$ cat src/rtl/rf_write_arbiter.sv
// RegFile write-port arbiter: WB stage has absolute priority, MDU results are
// buffered in a small FIFO and drained into cycles where WB leaves the port idle.
module rf_write_arbiter #(
  parameter int DATA_W       = 16,
  parameter int ADDR_W       = 3,
  parameter int FIFO_DEPTH   = 2,
  parameter int STARVE_LIMIT = 4
) (
  input  logic                   clk,
  input  logic                   rst,
  input  logic                   wb_we,
  input  logic [ADDR_W-1:0]      wb_reg,
  input  logic [DATA_W-1:0]      wb_data,
  input  logic                   mdu_valid,
  output logic                   mdu_ready,
  input  logic [ADDR_W-1:0]      mdu_reg,
  input  logic [DATA_W-1:0]      mdu_data,
  output logic                   rf_we,
  output logic [ADDR_W-1:0]      rf_wreg,
  output logic [DATA_W-1:0]      rf_wdata,
  output logic [(1<<ADDR_W)-1:0] pend_mask,
  output logic                   pipe_stall
);

  localparam int NREG = 1 << ADDR_W;
  localparam int PW   = (FIFO_DEPTH > 1) ? $clog2(FIFO_DEPTH) : 1;
  localparam int CW   = $clog2(FIFO_DEPTH + 1);
  localparam int SW   = $clog2(STARVE_LIMIT + 1);

  logic [ADDR_W-1:0] r_reg  [FIFO_DEPTH];
  logic [DATA_W-1:0] r_data [FIFO_DEPTH];
  logic [FIFO_DEPTH-1:0] r_vld;
  logic [PW-1:0]     r_head;
  logic [PW-1:0]     r_tail;
  logic [CW-1:0]     r_count;
  logic [SW-1:0]     r_starve;
  logic              r_stall;

  logic              w_wb_act;
  logic              w_empty;
  logic              w_pop;
  logic              w_push;
  logic [SW-1:0]     w_starve_nxt;
  logic [NREG-1:0]   w_pend;

  function automatic logic [PW-1:0] f_ptr_inc(input logic [PW-1:0] p);
    if (p == PW'(FIFO_DEPTH - 1)) return '0;
    return p + PW'(1);
  endfunction

  assign w_wb_act  = wb_we && (wb_reg != '0);
  assign w_empty   = (r_count == '0);
  assign w_pop     = !w_wb_act && !w_empty;
  assign mdu_ready = (r_count < CW'(FIFO_DEPTH));
  // r0 results are accepted to unblock the MDU but never occupy a slot
  assign w_push    = mdu_valid && mdu_ready && (mdu_reg != '0);

  always_comb begin
    rf_we    = 1'b0;
    rf_wreg  = '0;
    rf_wdata = '0;
    if (w_wb_act) begin
      rf_we    = 1'b1;
      rf_wreg  = wb_reg;
      rf_wdata = wb_data;
    end else if (!w_empty) begin
      rf_we    = 1'b1;
      rf_wreg  = r_reg[r_head];
      rf_wdata = r_data[r_head];
    end
  end

  always_ff @(posedge clk) begin
    if (rst) begin
      r_head  <= '0;
      r_tail  <= '0;
      r_count <= '0;
      r_vld   <= '0;
    end else begin
      if (w_pop) begin
        r_head        <= f_ptr_inc(r_head);
        r_vld[r_head] <= 1'b0;
      end
      if (w_push) begin
        r_tail        <= f_ptr_inc(r_tail);
        r_vld[r_tail] <= 1'b1;
      end
      case ({w_push, w_pop})
        2'b10:   r_count <= r_count + CW'(1);
        2'b01:   r_count <= r_count - CW'(1);
        default: r_count <= r_count;
      endcase
    end
  end

  // Payload storage is qualified by r_vld/r_count, so it needs no reset
  always_ff @(posedge clk) begin
    if (w_push) begin
      r_reg[r_tail]  <= mdu_reg;
      r_data[r_tail] <= mdu_data;
    end
  end

  always_comb begin
    w_pend = '0;
    for (int i = 0; i < FIFO_DEPTH; i++) begin
      if (r_vld[i]) w_pend[r_reg[i]] = 1'b1;
    end
    w_pend[0] = 1'b0;
  end
  assign pend_mask = w_pend;

  always_comb begin
    w_starve_nxt = r_starve;
    if (w_empty || w_pop)
      w_starve_nxt = '0;
    else if (w_wb_act && (r_starve != SW'(STARVE_LIMIT)))
      w_starve_nxt = r_starve + SW'(1);
  end

  always_ff @(posedge clk) begin
    if (rst) begin
      r_starve <= '0;
      r_stall  <= 1'b0;
    end else begin
      r_starve <= w_starve_nxt;
      r_stall  <= (w_starve_nxt == SW'(STARVE_LIMIT));
    end
  end
  assign pipe_stall = r_stall;

endmodule
$ cat config.mk
export PLATFORM = sky130hd
export DESIGN_NAME = rf_write_arbiter
export DESIGN_NICKNAME = d
export VERILOG_FILES = /design/src/rtl/rf_write_arbiter.sv
export SDC_FILE = /design/constraint.sdc
export NUM_CORES = 1
export LEC_CHECK = 0
export BUFFER_PORTS_ARGS = -buffer_cell sky130_fd_sc_hd__buf_4
export CELL_PAD_IN_SITES_DETAIL_PLACEMENT = 0
export CELL_PAD_IN_SITES_GLOBAL_PLACEMENT = 1
export CORE_UTILIZATION = 42
export CTS_CLUSTER_DIAMETER = 120
export DETAILED_ROUTE_END_ITERATION = 6
export PLACE_DENSITY = 0.93
export SETUP_SLACK_MARGIN = 0.5
export SYNTH_ARGS = -nofsm -noshare
export SYNTH_HDL_FRONTEND = slang
export SYNTH_SLANG_ARGS = --single-unit
$ cat constraint.sdc
create_clock -name clk -period 3.7 [get_ports clk]
set_input_delay 0.74 -clock clk [delete_from_list [all_inputs] [get_ports clk]]
set_output_delay 0.74 -clock clk [all_outputs]
set_load 0.005 [all_outputs]
=== Word-level counts from Yosys, hierarchy flattened ===
Memories as Yosys holds them, arrays and structs flattened. A register that Yosys moved wholly into a read port is not among the register bits.
Index checks and enable logic that the tools add are counted.
Widths: inputs -> output; s select.

* Flip-flop bits (word level): 10
* RAM bits: 38
* Logic and storage cells: 84
* Memories kept: 2

* Add/sub/neg operators: 5
* Magnitude comparators: 9
* Equal/unequal tests: 4
* Multiplexer cells: 38
* Bitwise operators: 4
* Reductions and logical operators: 16

{| class="wikitable"
|+ Memory list
! name !! depth !! bits a word !! read ports !! clocked after Yosys merged registers in !! wr ports !! RTL line !! RTL
|-
| r_data || 2 || 16 || 1 || 1 || 1 || 31 || <nowiki>logic [DATA_W-1:0] r_data [FIFO_DEPTH];</nowiki>
|-
| r_reg || 2 || 3 || 3 || 1 || 1 || 30 || <nowiki>logic [ADDR_W-1:0] r_reg [FIFO_DEPTH];</nowiki>
|}

{| class="wikitable"
|+ Operator list
! kind !! number
|-
| $mux 16 || 2
|-
| $mux 1 || 22
|-
| $mux 8 || 2
|-
| $mux 3 || 4
|-
| $logic_and 1x1->1 || 9
|-
| $lt 3x4->1 const B || 2
|-
| $or 8x8->8 || 1
|-
| $demux 1 s3 || 2
|-
| $ge 3x1->1 const B || 2
|-
| $mux 2 || 3
|-
| $reduce_bool 3->1 || 2
|-
| $lt 1x2->1 const B || 2
|-
| $pmux 2 s2 || 1
|-
| $add 3x1->3 const B || 1
|-
| $eq 3x3->1 const B || 1
|-
| $ne 3x3->1 const B || 1
|-
| $add 1x1->1 const B || 2
|-
| $add 2x1->2 const B || 1
|-
| $and 2x2->2 || 1
|-
| $demux 1 s1 || 2
|-
| $eq 2x1->1 const B || 1
|-
| $eq 2x2->1 const B || 1
|-
| $ge 1x1->1 const B || 2
|-
| $logic_not 1->1 || 2
|-
| other kinds (7) || 7
|}

=== Longest topological paths before layout ===
Gate-level depths: netlist (run 1).

* Depth in word-level cells: 10
* Mapped depth: 7
* Mapped depth without buffers: 7

=== Least setup slack after synthesis (run 1) ===
No wires, ideal clock.

* Kind: input-to-output
* From: input port wb_reg[0]
* To: output port rf_wreg[0]
* Data arrival time: 1609 ps
* Slack: 1351 ps
* Stages on the path: 3
* Buffers on the path: 0
* Cell sequence: o31ai_1 -> o21ai_2 -> o21ai_0

* Cells in the longest elaborated chain, start to end: 3

{| class="wikitable"
|+ RTL lines
! what !! RTL line !! RTL
|-
| from (decl) || 12 || <nowiki>input logic [ADDR_W-1:0] wb_reg,</nowiki>
|-
| $reduce_bool 3->1 || 51 || <nowiki>assign w_wb_act = wb_we && (wb_reg != '0);</nowiki>
|-
| $logic_and 1x1->1 || 51 ||
|-
| $mux 3 (*) || 62 || <nowiki>if (w_wb_act) begin</nowiki>
|-
| to (decl) || 19 || <nowiki>output logic [ADDR_W-1:0] rf_wreg,</nowiki>
|}

Mark *: on every way between the ends. The rest lies on a longest branch, timed or not.

=== Final worst setup path (run 1) ===
* From: input port wb_reg[0]
* To: output port rf_wdata[4]

* Cells in the longest elaborated chain, start to end: 3

{| class="wikitable"
|+ RTL lines
! what !! RTL line !! RTL
|-
| $reduce_bool 3->1 || 51 ||
|-
| $logic_and 1x1->1 || 51 ||
|-
| $mux 16 || 62 ||
|-
| to (decl) || 20 || <nowiki>output logic [DATA_W-1:0] rf_wdata,</nowiki>
|}

Every way passes these cells.

==> metrics.md, run 1 <==
| Metric | Value |
|---|---|
| Status | `completed` |
| Top FF cell, synth | `edfxtp_1` |
| Final setup fails | `0` |
| Antenna cell count | `0` |
| Buf/Inv on CP | `3` |
| Class of the worst hold path | `flop to flop` |
| Clk slew on worst S/H paths | `80 ps` |
| Max Cap Violations | `0` |
| Synthesized area | `0.00222 mm2` |
| Average size of a mapped cell | `12.2 um2` |
| Die Wd | `74.6 um` |
| Total grt overflow | `0` |
| Post-CTS setup buffers | `0` |
| Clock Skew | `8.90 ps` |
| Critical Path RT | `2960 ps` |
| Via count | `1623` |
| Final Hold Viols | `0` |
| Largest net degree at the start of global routing | `33` |
| GRT Overall Usage | `16.0%` |
| Die Footprint | `0.00557 mm2` |
| CP Capture Type | `primary output` |
| Crit-path cells | `buf_4 > o31a_2 > buf_4 > o31ai_1 > buf_4` |
| Layout Nets | `297` |
| Sequential fraction of the synthesis area | `61.4%` |
| Top delay family on crit path | `compound AO/OA/AOI/OAI gates` |
| Yosys top cell by area | `edfxtp_1` |
| Area share of the leading cell type in the synthesized netlist | `51.5%` |
| Max reg flops | `32` |
| Ranking of synthesized cells by area | `edfxtp_1, dfxtp_1, mux2i_1` |
| Vias in the first global route | `1432` |
| CP max FO | `32` |
| Sequential power share | `49.3%` |
| Placeable core region | `0.00511 mm2` |
| Top-count cell post-synth | `edfxtp_1` |
| H-tree levels | `2` |
| WHS | `499 ps` |
| First-pass GRT wire length | `6480 um` |
| FF+latch count, synth | `49` |
| Combinational share of power | `30.4%` |
| RD Place Congestion | `0.775` |
| Worst VDD drop | `0.251 mV` |
| Setup TNS | `0 ps` |
| Ys Warns | `0` |
| Clock power frac | `20.3%` |
| TritonCTS clock tree | `built` |
| I/O pins | `72` |
| Slew margin rel. | `50.2%` |
| Final slew viol count | `0` |
| RSZ-0062 raised after global routing | `no` |
| CTS Buffer Depth | `2` |
| Synthesized Nets | `226` |
| Worst-Margin Slew | `747 ps` |
| # DRC | `0` |
| Num CTS Buffers | `5` |
| Net Sw Frac | `30.8%` |
| Drt pass-1 iters | `4` |
| Critical path class | `input port to primary output` |
| EDFF count, synth | `38` |
| Fillers | `450` |
| Syn-to-layout area delta | `30.5%` |
| PortBufs | `70` |
| Rows | `26` |
| Synth top cells by count | `edfxtp_1, nand2_1, mux2i_1, o31ai_1, dfxtp_1` |
| Post-DP HPWL | `3180 um` |
| Post-DRT Antenna Nets | `0` |
| Fin crit share | `76.2%` |
| Fin crit period | `2820 ps` |
| Vias per cell | `5.02` |
| Average wire per standard cell | `13.3 um` |
| DIE HEIGHT | `74.6 um` |
| Critical Path Max Stage Delay | `560 ps` |
| Pint | `1050 uW` |
| LEAKAGE | `0.00114 uW` |
| Max frequency | `355 MHz` |
| Psw | `466 uW` |
| Root Buffer | `clkbuf_8` |
| Initial antenna violation count | `0` |
| WP data arrival | `2080 ps` |
| CP max-delay cell | `o31a_2` |
| CTS Sinks | `49` |
| Synth async-reset ratio | `0%` |
| Cell mode on critical path | `buf_4` |
| WL final | `4280 um` |
| Clk Latency, worst-skew pair | `300 ps` |
| Startpoint Class | `input port` |
| Synthesized instance count | `181` |
| Layout cell share with drive strength beyond 1 | `34.0%` |
| Yosys cell types | `29` |
| Power per Cell Area | `524 mW/mm2` |
| Initial DRC Count | `81` |
| Initial core utilization | `43.4%` |
==> logic make-up (layout without fill, tap and decap cells) <==
kind of cell | Yosys count | after routing | synth area share (%)
adder cells (fa/ha/maj) | 3 | 3 | 1.69
buffers and inverters | 17 | 89 | 3.84
multiplexers | 20 | 20 | 9.03
XOR/XNOR | 3 | 3 | 1.19
other | 1 | 1 | 0.169
AO/OA/AOI/OAI | 42 | 42 | 12.6
AND/OR/NAND/NOR | 46 | 46 | 10.1
flip-flops | 49 | 49 | 61.4
==> cells in the final DEF (no fill, tap or decap), drive strengths merged <==
| cell | instances |
|---|---|
| clkbuf | 5 |
| nand2 | 25 |
| nor3 | 3 |
| nor2 | 3 |
| o31a | 1 |
| o22ai | 5 |
| o32ai | 2 |
| mux2i | 20 |
| and3b | 1 |
| conb | 1 |
| clkinv | 1 |
| o31ai | 18 |
| a21oi | 6 |
| edfxtp | 38 |
| xor2 | 1 |
| o21bai | 1 |
| nor4 | 1 |
| nand2b | 7 |
| ha | 3 |
| buf | 74 |
| xnor2 | 2 |
| or3 | 4 |
| inv | 8 |
| o21ai | 9 |
| dfxtp | 11 |
| and3 | 1 |
| or2 | 1 |
| clkinvlp | 1 |
==> repair_timing <==
action | CTS | global route
hold buffers | 0 | 0
endpoints found under the setup margin | 0 | 2
gates resized for setup | 0 | 1
==> final cells by class <==
type | count | area [um2] | area share [%]
Clock buffer | 5 | 68.8 | 2.38
Clock inverter | 3 | 21.3 | 0.736
Inverter | 7 | 26.3 | 0.909
Multi-Input combinational cell | 115 | 771 | 26.7
Sequential cell | 49 | 1360 | 47.1
Tap cell | 70 | 87.6 | 3.03
Timing Repair Buffer | 74 | 556 | 19.2
==> power by group through the flow <==
stage	combinational (uW)	sequential [uW]	clock [uW]
after floorplan	296	726	0
after global placement	461	755	0
after detailed placement	468	760	0
after CTS	470	747	315
after global routing	514	758	337
final	462	747	307
==> stage by stage <==
stage,setup WS [ps],cells,power (uW),util [%],area [um2]
floorplan,1350,181,1020,-,2220
global placement,681,315,1220,54.8,2800
detailed placement,601,315,1230,54.8,2800
CTS,592,323,1530,56.6,2890
global route,783,323,1610,56.6,2890
finish,881,323,1520,56.6,2890
==> worst reg2reg max path: cells and delay by family, from the launching register on <==
kind | cells | cell delay [ps]
buf+inv | 1 | 570
flops | 1 | 390
simple gates | 2 | 620
==> final timing paths <==
check                               start                      end  slack (ps)  cells past startpoint
setup / recovery                wb_reg[0]              rf_wdata[4]         880                      5
hold / removal        r_tail$_SDFFE_PP0P_      r_tail$_SDFFE_PP0P_         500                      2
hold reg to reg       r_tail$_SDFFE_PP0P_      r_tail$_SDFFE_PP0P_         500                      2
setup reg to reg  r_count[1]$_SDFFE_PP0P_  r_data[0][15]$_DFFE_PP_        1760                      3
==> layer usage <==
metal | vias up | GRT usage, % | share of wire, %
li1 | 816 | - | -
met1 | 762 | 20.0 | 42
met2 | 39 | 26.9 | 52
met3 | 6 | 3.21 | 3.9
met4 | 0 | 6.92 | 1.7
met5 | - | 0 | 0
No activity file was read; power rests on OpenSTA's default activity.
==> run 2, diff against run 1 <==
--- a/config.mk
+++ b/config.mk
@@ -8,10 +8,10 @@
 export BUFFER_PORTS_ARGS = -buffer_cell sky130_fd_sc_hd__buf_4
 export CELL_PAD_IN_SITES_DETAIL_PLACEMENT = 0
 export CELL_PAD_IN_SITES_GLOBAL_PLACEMENT = 1
-export CORE_UTILIZATION = 42
+export CORE_UTILIZATION = 35
 export CTS_CLUSTER_DIAMETER = 120
 export DETAILED_ROUTE_END_ITERATION = 6
-export PLACE_DENSITY = 0.93
+export PLACE_DENSITY = 0.84
 export SETUP_SLACK_MARGIN = 0.5
 export SYNTH_ARGS = -nofsm -noshare
 export SYNTH_HDL_FRONTEND = slang
==> constraint.sdc (replaced) <==
create_clock -name clk -period 2.4 [get_ports clk]
set_input_delay 0.48 -clock clk [delete_from_list [all_inputs] [get_ports clk]]
set_output_delay 0.48 -clock clk [all_outputs]
set_load 0.005 [all_outputs]
==> run 2 against run 1 <==
  * Utilization down 6.4 points
  * Sequential cell count unchanged
  * Non-clock buffer count up 4
  * Count of clock-buffer cells in the layout unchanged
  * Sequential share of layout area down 1.9 points
  * Power up 62%
  * First-iteration DRC count up 83%
  * Largest power group unchanged
==> metrics.md, run 2 (synthesis results as in run 1) <==
| Metric | Value |
|---|---|
| Status | `completed` |
| Num CTS Buffers | `5 (unchanged)` |
| Met3 WL | `236 um (+41%)` |
| Initial DRC Count | `148 (+83%)` |
| Flop-to-flop setup slack | `640 ps (-1120 ps)` |
| GRT Overall Usage | `14.9% (-1.0 points)` |
| Average wire per standard cell | `14.4 um (+8.9%)` |
| Clk Latency, worst-skew pair | `300 ps (about the same)` |
| Hold buffers post-CTS | `0 (unchanged)` |
| Total grt overflow | `0 (unchanged)` |
| Metal-1 WL | `2050 um (+13%)` |
| Commonest non-fill, non-tap cell in the layout | `buf_4` |
| PortBufs | `70 (unchanged)` |
| Commonest non-fill, non-tap cells in the layout | `buf_4, edfxtp_1, nand2_1` |
| Reg2reg start | `r_count[1]$_SDFFE_PP0P_` |
| Fin crit share | `84.1%` |
| Highest routed layer | `met4` |
| CP max FO | `36 (+13%)` |
| Worst setup path startpoint | `wb_reg[0]` |
| Layout Nets | `301 (+1.3%)` |
| Class of the worst hold path | `input port to flop` |
| Vias per cell | `5.04 (+0.35%)` |
| Syn-to-layout area delta | `36.4%` |
| Power per Cell Area | `811 mW/mm2 (+55%)` |
| Critical path class | `input port to primary output` |
| # DRC | `0 (unchanged)` |
| Area of the multi-input gates | `837 um2 (+8.6%)` |
| WL final | `4790 um (+12%)` |
| Final core utilization | `50.2% (-6.4 points)` |
| I/O pins | `72 (unchanged)` |
| Final Hold Viols | `0 (unchanged)` |
| Storage cell area | `0.00137 mm2 (+0.28%)` |
| CTS Sinks | `49 (unchanged)` |
| Max Cap Violations | `0 (unchanged)` |
| Hold path cells | `1 (-1)` |
| Layout cell share with drive strength beyond 1 | `40.1% (+6.1 points)` |
| CP Capture Type | `primary output` |
| Max reg flops | `32 (unchanged)` |
| Post-DP HPWL | `3520 um (+11%)` |
| WP data arrival | `1540 ps (-540 ps)` |
| H-tree levels | `2 (unchanged)` |
| Via count | `1674 (+3.1%)` |
| Startpoint Class | `input port` |
| Root Buffer | `clkbuf_8` |
| Drt pass-1 iters | `6 (+2)` |
| Reg2reg path depth | `5 (+2)` |
| Worst VDD drop | `0.320 mV (+28%)` |
| Antenna cell count | `0 (unchanged)` |
| R2r endpoint | `r_count[1]$_SDFFE_PP0P_` |
| DIE HEIGHT | `81.6 um (+9.3%)` |
| Largest net degree at the start of global routing | `37 (+12%)` |
| Fin crit period | `2020 ps` |
| Placeable core region | `0.00603 mm2 (+18%)` |
| Routed met2 length | `2440 um (+9.2%)` |
| Vias in the first global route | `1562 (+9.1%)` |
| First-pass GRT wire length | `7360 um (+14%)` |
| Final setup fails | `0 (unchanged)` |
| Clk slew on worst S/H paths | `90 ps (about the same)` |
| RSZ-0062 raised after global routing | `yes` |
| Rows | `28 (+7.7%)` |
| Final slew viol count | `0 (unchanged)` |
| CTS Buffer Depth | `2 (unchanged)` |
| Min-delay src | `mdu_data[3]` |
| Die Wd | `81.6 um (+9.3%)` |
| Fillers | `565 (+26%)` |
| RD Place Congestion | `0.764 (-1.3%)` |
| Initial core utilization | `36.8% (-6.6 points)` |
| Post-DRT Antenna Nets | `0 (unchanged)` |
| Initial antenna violation count | `0 (unchanged)` |
| TritonCTS clock tree | `built` |
| Max frequency | `496 MHz` |
| LEAKAGE | `0.00119 uW (+4.5%)` |
| Hold EP | `r_data[1][3]$_DFFE_PP_` |
| Setup TNS | `0 ps (unchanged)` |
| Die Footprint | `0.00665 mm2 (+19%)` |
| Critical Path RT | `1920 ps (-1040 ps)` |
| Clock Skew | `5.60 ps (-3.30 ps)` |
-- run 2: changes by cell type in the layout (fill, tap and decap cells not counted), sizes merged --
cell      previous run  this run
inv                  8         7
buf                 74        78
clkinvlp             1         0
clkinv               1         3
-- run 2: worst max-delay path by stage --
stage               slack, ps  cells after the start                       to
floorplan                 550                      6  r_count[1]$_SDFFE_PP0P_
global placement          350                      5             rf_wdata[14]
detailed placement        310                      5              rf_wdata[8]
CTS                       400                      5              rf_wdata[8]
global route              360                      5              rf_wdata[2]
finish                    380                      5              rf_wdata[2]
-- run 2: cell type report --
| class | instances | share of cell area [%] |
|---|---|---|
| Clock buffer | 5 | 2.28 |
| Clock inverter | 3 | 0.579 |
| Inverter | 7 | 0.869 |
| Multi-Input combinational cell | 115 | 27.7 |
| Sequential cell | 49 | 45.2 |
| Tap cell | 75 | 3.10 |
| Timing Repair Buffer | 78 | 20.3 |
-- run 2: stage by stage --
step | instances | worst slack [ps] | hold slack (ps) | instance area, um2 | power [uW]
4_1_cts | 332 | 398 | 352 | 2980 | 2440
2_1_floorplan | 181 | 547 | 462 | 2220 | 1580
6_report | 332 | 382 | 357 | 3020 | 2450
5_1_grt | 332 | 363 | 342 | 3020 | 2600
3_5_place_dp | 324 | 306 | 484 | 2850 | 1950
3_3_place_gp | 324 | 349 | 470 | 2850 | 1920
-- run 2: timing repair --
action	4_1_cts	5_1_grt
endpoints found under the setup margin	16	19
resized for setup	9	11
setup buffers	0	0
-- run 2: report_power, final --
part           internal [uW]  switching, uW
combinational            416            435
clock                    202            262
sequential              1050           83.7
-- run 2: worst max-delay path, cell delays in order --
cell and delay (ps):
buf_4 120, o31a_1 330, buf_12 190, o31ai_2 250
buf_4 150
-- run 2: routing by layer --
layer | GRT usage, % | vias to the layer above
li1 | - | 819
met1 | 19.0 | 797
met2 | 25.0 | 50
met3 | 2.78 | 8
met4 | 5.79 | 0
met5 | 0 | -
==> run 3, diff against run 2 <==
--- a/config.mk
+++ b/config.mk
@@ -5,13 +5,14 @@
 export SDC_FILE = /design/constraint.sdc
 export NUM_CORES = 1
 export LEC_CHECK = 0
+export ABC_AREA = 1
 export BUFFER_PORTS_ARGS = -buffer_cell sky130_fd_sc_hd__buf_4
 export CELL_PAD_IN_SITES_DETAIL_PLACEMENT = 0
 export CELL_PAD_IN_SITES_GLOBAL_PLACEMENT = 1
 export CORE_UTILIZATION = 35
 export CTS_CLUSTER_DIAMETER = 120
 export DETAILED_ROUTE_END_ITERATION = 6
-export PLACE_DENSITY = 0.84
+export PLACE_DENSITY = 0.85
 export SETUP_SLACK_MARGIN = 0.5
 export SYNTH_ARGS = -nofsm -noshare
 export SYNTH_HDL_FRONTEND = slang
==> constraint.sdc (replaced) <==
create_clock -name clk -period 1.78 [get_ports clk]
set_input_delay 0.356 -clock clk [delete_from_list [all_inputs] [get_ports clk]]
set_output_delay 0.356 -clock clk [all_outputs]
set_load 0.005 [all_outputs]
==> run 3 against run 2 <==
  * Synthesized area increased by 3.2%
  * Non-clock buffer count increased by 13
  * Wire length increased by 13%
  * Clock power increased by 51%
  * Setup slack got worse by 320 ps
  * Critical path type is now flop to primary output
==> metrics.md, run 3 <==
| Metric | Value |
|---|---|
| Status | `completed` |
| Vias per cell | `4.78 (-5.3%)` |
| Max frequency | `583 MHz` |
| Num CTS Buffers | `5 (unchanged)` |
| Commonest non-fill, non-tap cells in the layout | `buf_4, nand2_1, edfxtp_1` |
| Placeable core region | `0.00631 mm2 (+4.8%)` |
| Final slew viol count | `0 (unchanged)` |
| Layout cell share with drive strength beyond 1 | `52.1% (+12 points)` |
| Synth async-reset ratio | `0% (unchanged)` |
| Buf/Inv on CP | `2 (-1)` |
| CTS Buffer Depth | `2 (unchanged)` |
| Drt pass-1 iters | `4 (-2)` |
| Startpoint Class | `flop` |
| Clock Skew | `7.97 ps (+2.38 ps)` |
| Syn-to-layout area delta | `55.1%` |
| CP max-delay cell | `dfxtp_4` |
| Class of the worst hold path | `input port to flop` |
| Post-DP HPWL | `3530 um (+0.22%)` |
| H-tree levels | `2 (unchanged)` |
| Setup TNS | `0 ps (unchanged)` |
| Critical Path RT | `1420 ps (-500 ps)` |
| RSZ-0062 raised after global routing | `yes` |
| CP Capture Type | `primary output` |
| Total grt overflow | `0 (unchanged)` |
| Fin crit share | `96.4%` |
| GRT Overall Usage | `15.6% (+0.68 points)` |
| FF+latch count, synth | `49 (unchanged)` |
| Root Buffer | `clkbuf_8` |
| CP max FO | `5 (-86%)` |
| I/O pins | `72 (unchanged)` |
| Final setup fails | `0 (unchanged)` |
| WL final | `5390 um (+13%)` |
| Ys Warns | `0 (unchanged)` |
| Layout Nets | `351 (+17%)` |
| Clk Latency, worst-skew pair | `310 ps (about the same)` |
| Critical path class | `flop to primary output` |
| PortBufs | `70 (unchanged)` |
| Average size of a mapped cell | `10.6 um2 (-14%)` |
| Fin crit period | `1720 ps` |
| Ranking of synthesized cells by area | `edfxtp_1, dfxtp_1, nand2_1` |
| Max reg flops | `32 (unchanged)` |
| Via count | `1834 (+9.6%)` |
| Max Cap Violations | `0 (unchanged)` |
| Initial DRC Count | `68 (-54%)` |
| RD Place Congestion | `0.864 (+13%)` |
| Yosys cell types | `25 (-14%)` |
| Average wire per standard cell | `14.0 um (-2.7%)` |
| Vias in the first global route | `1769 (+13%)` |
| Top FF cell, synth | `edfxtp_1` |
| Rows | `29 (+3.6%)` |
| Sequential fraction of the synthesis area | `59.6% (-1.9 points)` |
| Synthesized Nets | `261 (+15%)` |
| Flop-to-flop setup slack | `330 ps (-310 ps)` |
| Reg2reg path depth | `11 (+6)` |
| Die Wd | `82.8 um (+1.5%)` |
| First-pass GRT wire length | `8380 um (+14%)` |
| Initial core utilization | `36.2% (-0.57 points)` |
| Crit-path cells | `clkbuf_16 > mux2i_4 > o21ai_2 > buf_4` |
| Top delay family on crit path | `flip-flops` |
| LEAKAGE | `0.00143 uW (+20%)` |
| Die Footprint | `0.00686 mm2 (+3.1%)` |
| Antenna cell count | `0 (unchanged)` |
| WP data arrival | `1360 ps (-180 ps)` |
| R2r endpoint | `r_count[1]$_SDFFE_PP0P_` |
| Post-DRT Antenna Nets | `0 (unchanged)` |
| Hold path cells | `1 (unchanged)` |
| Yosys top cell by area | `edfxtp_1` |
| Final core utilization | `56.2% (+6.0 points)` |
| Worst VDD drop | `0.641 mV (+100%)` |
| Hold EP | `r_data[1][6]$_DFFE_PP_` |
| Clk slew on worst S/H paths | `100 ps (about the same)` |
| Area share of the leading cell type in the synthesized netlist | `49.9% (-1.6 points)` |
| Min-delay src | `mdu_data[6]` |
| DIE HEIGHT | `82.8 um (+1.5%)` |
| Synthesized area | `0.00229 mm2 (+3.2%)` |
| Synth top cells by count | `nand2_1, edfxtp_1, inv_1, mux2i_1, nor2_1` |
| Initial antenna violation count | `0 (unchanged)` |
| TritonCTS clock tree | `built` |
| Commonest non-fill, non-tap cell in the layout | `buf_4` |
| Critical Path Max Stage Delay | `420 ps (+90 ps)` |
| EDFF count, synth | `38 (unchanged)` |
| Largest net degree at the start of global routing | `22 (-41%)` |
| Final Hold Viols | `0 (unchanged)` |
| Top-count cell post-synth | `nand2_1` |
| Reg2reg start | `r_count[0]$_SDFFE_PP0P_` |
| # DRC | `0 (unchanged)` |
| CTS Sinks | `49 (unchanged)` |
| Power per Cell Area | `937 mW/mm2 (+15%)` |
| Synthesized instance count | `216 (+19%)` |
-- run 3: cell count changes after synthesis, sizes merged, moves of 7 or more --
cell and delta:
nand2 +23, o21ai +19, o31ai -18, inv +17, nor2 +12, nand3 +10
nand2b -7
-- run 3: worst max path at each step --
stage                                  startpoint                     end  slack (ps)  cells past startpoint
after CTS                                    flop             rf_wdata[2]          60                      4
after global routing      r_count[0]$_SDFFE_PP0P_             rf_wdata[9]          30                      6
final                                        flop             rf_wdata[2]          60                      4
after detailed placement               mdu_reg[1]  r_data[0][5]$_DFFE_PP_         110                      5
after global placement                 mdu_reg[1]  r_data[0][6]$_DFFE_PP_         130                      5
after floorplan                        mdu_reg[1]  r_data[0][0]$_DFFE_PP_         480                      4
-- run 3: cells by family after synthesis --
kind of cell / synth area share (%)
other: 0.164
DFF: 59.6
buffers and inverters: 6.84
and+or+nand+nor: 14.1
adders and majority gates: 1.64
AOI/OAI and AO/OA: 10.3
xor gates and xnor gates: 0.383
muxes: 7.01
-- run 3: power by group --
part           leakage (uW)  internal (uW)  switching, uW  total (uW)
combinational      0.000933            632            525        1160
sequential         0.000446           1370           94.3        1470
clock             0.0000506            294            405         699
-- run 3: stage by stage --
step | hold slack [ps] | cells | power, uW | setup WS (ps) | cell area [um2]
global route | 199 | 384 | 3480 | 29.2 | 3550
floorplan | 425 | 216 | 1890 | 477 | 2350
finish | 214 | 384 | 3320 | 63.5 | 3550
CTS | 215 | 381 | 3150 | 60.2 | 3350
detailed placement | 478 | 358 | 2210 | 110 | 2950
global placement | 469 | 358 | 2200 | 133 | 2950
-- run 3: cell type report --
type	count	area, um2
timing repair buffer	91	810
sequential	49	1370
inverter	24	108
clock buffer	5	68.8
multi-input combinational	135	1060
fill	534	2770
tap	77	96.3
clock inverter	3	28.8
-- run 3: worst register-to-register path: cells and delay by family, from the launching register on --
kind / cells / cell delay [ps]
adders and majority gates: 1 / 150
and+or+nand+nor: 5 / 400
buffers and inverters: 3 / 280
DFF: 1 / 360
AOI/OAI and AO/OA: 2 / 160
-- run 3: timing repair --
action | 4_1_cts | 5_1_grt
gates resized for setup | 41 | 35
hold buffers | 0 | 0
gates cloned | 2 | 1
buffers inserted | 13 | 2
setup endpoints to repair | 68 | 74
pin swaps | 11 | 20
-- run 3: layer usage --
layer  global-route usage (%)  wire length (um)
met1                     18.8              2240
met2                     27.1              2850
met3                     3.58               201
met4                     5.80                97
met5                        0                 0
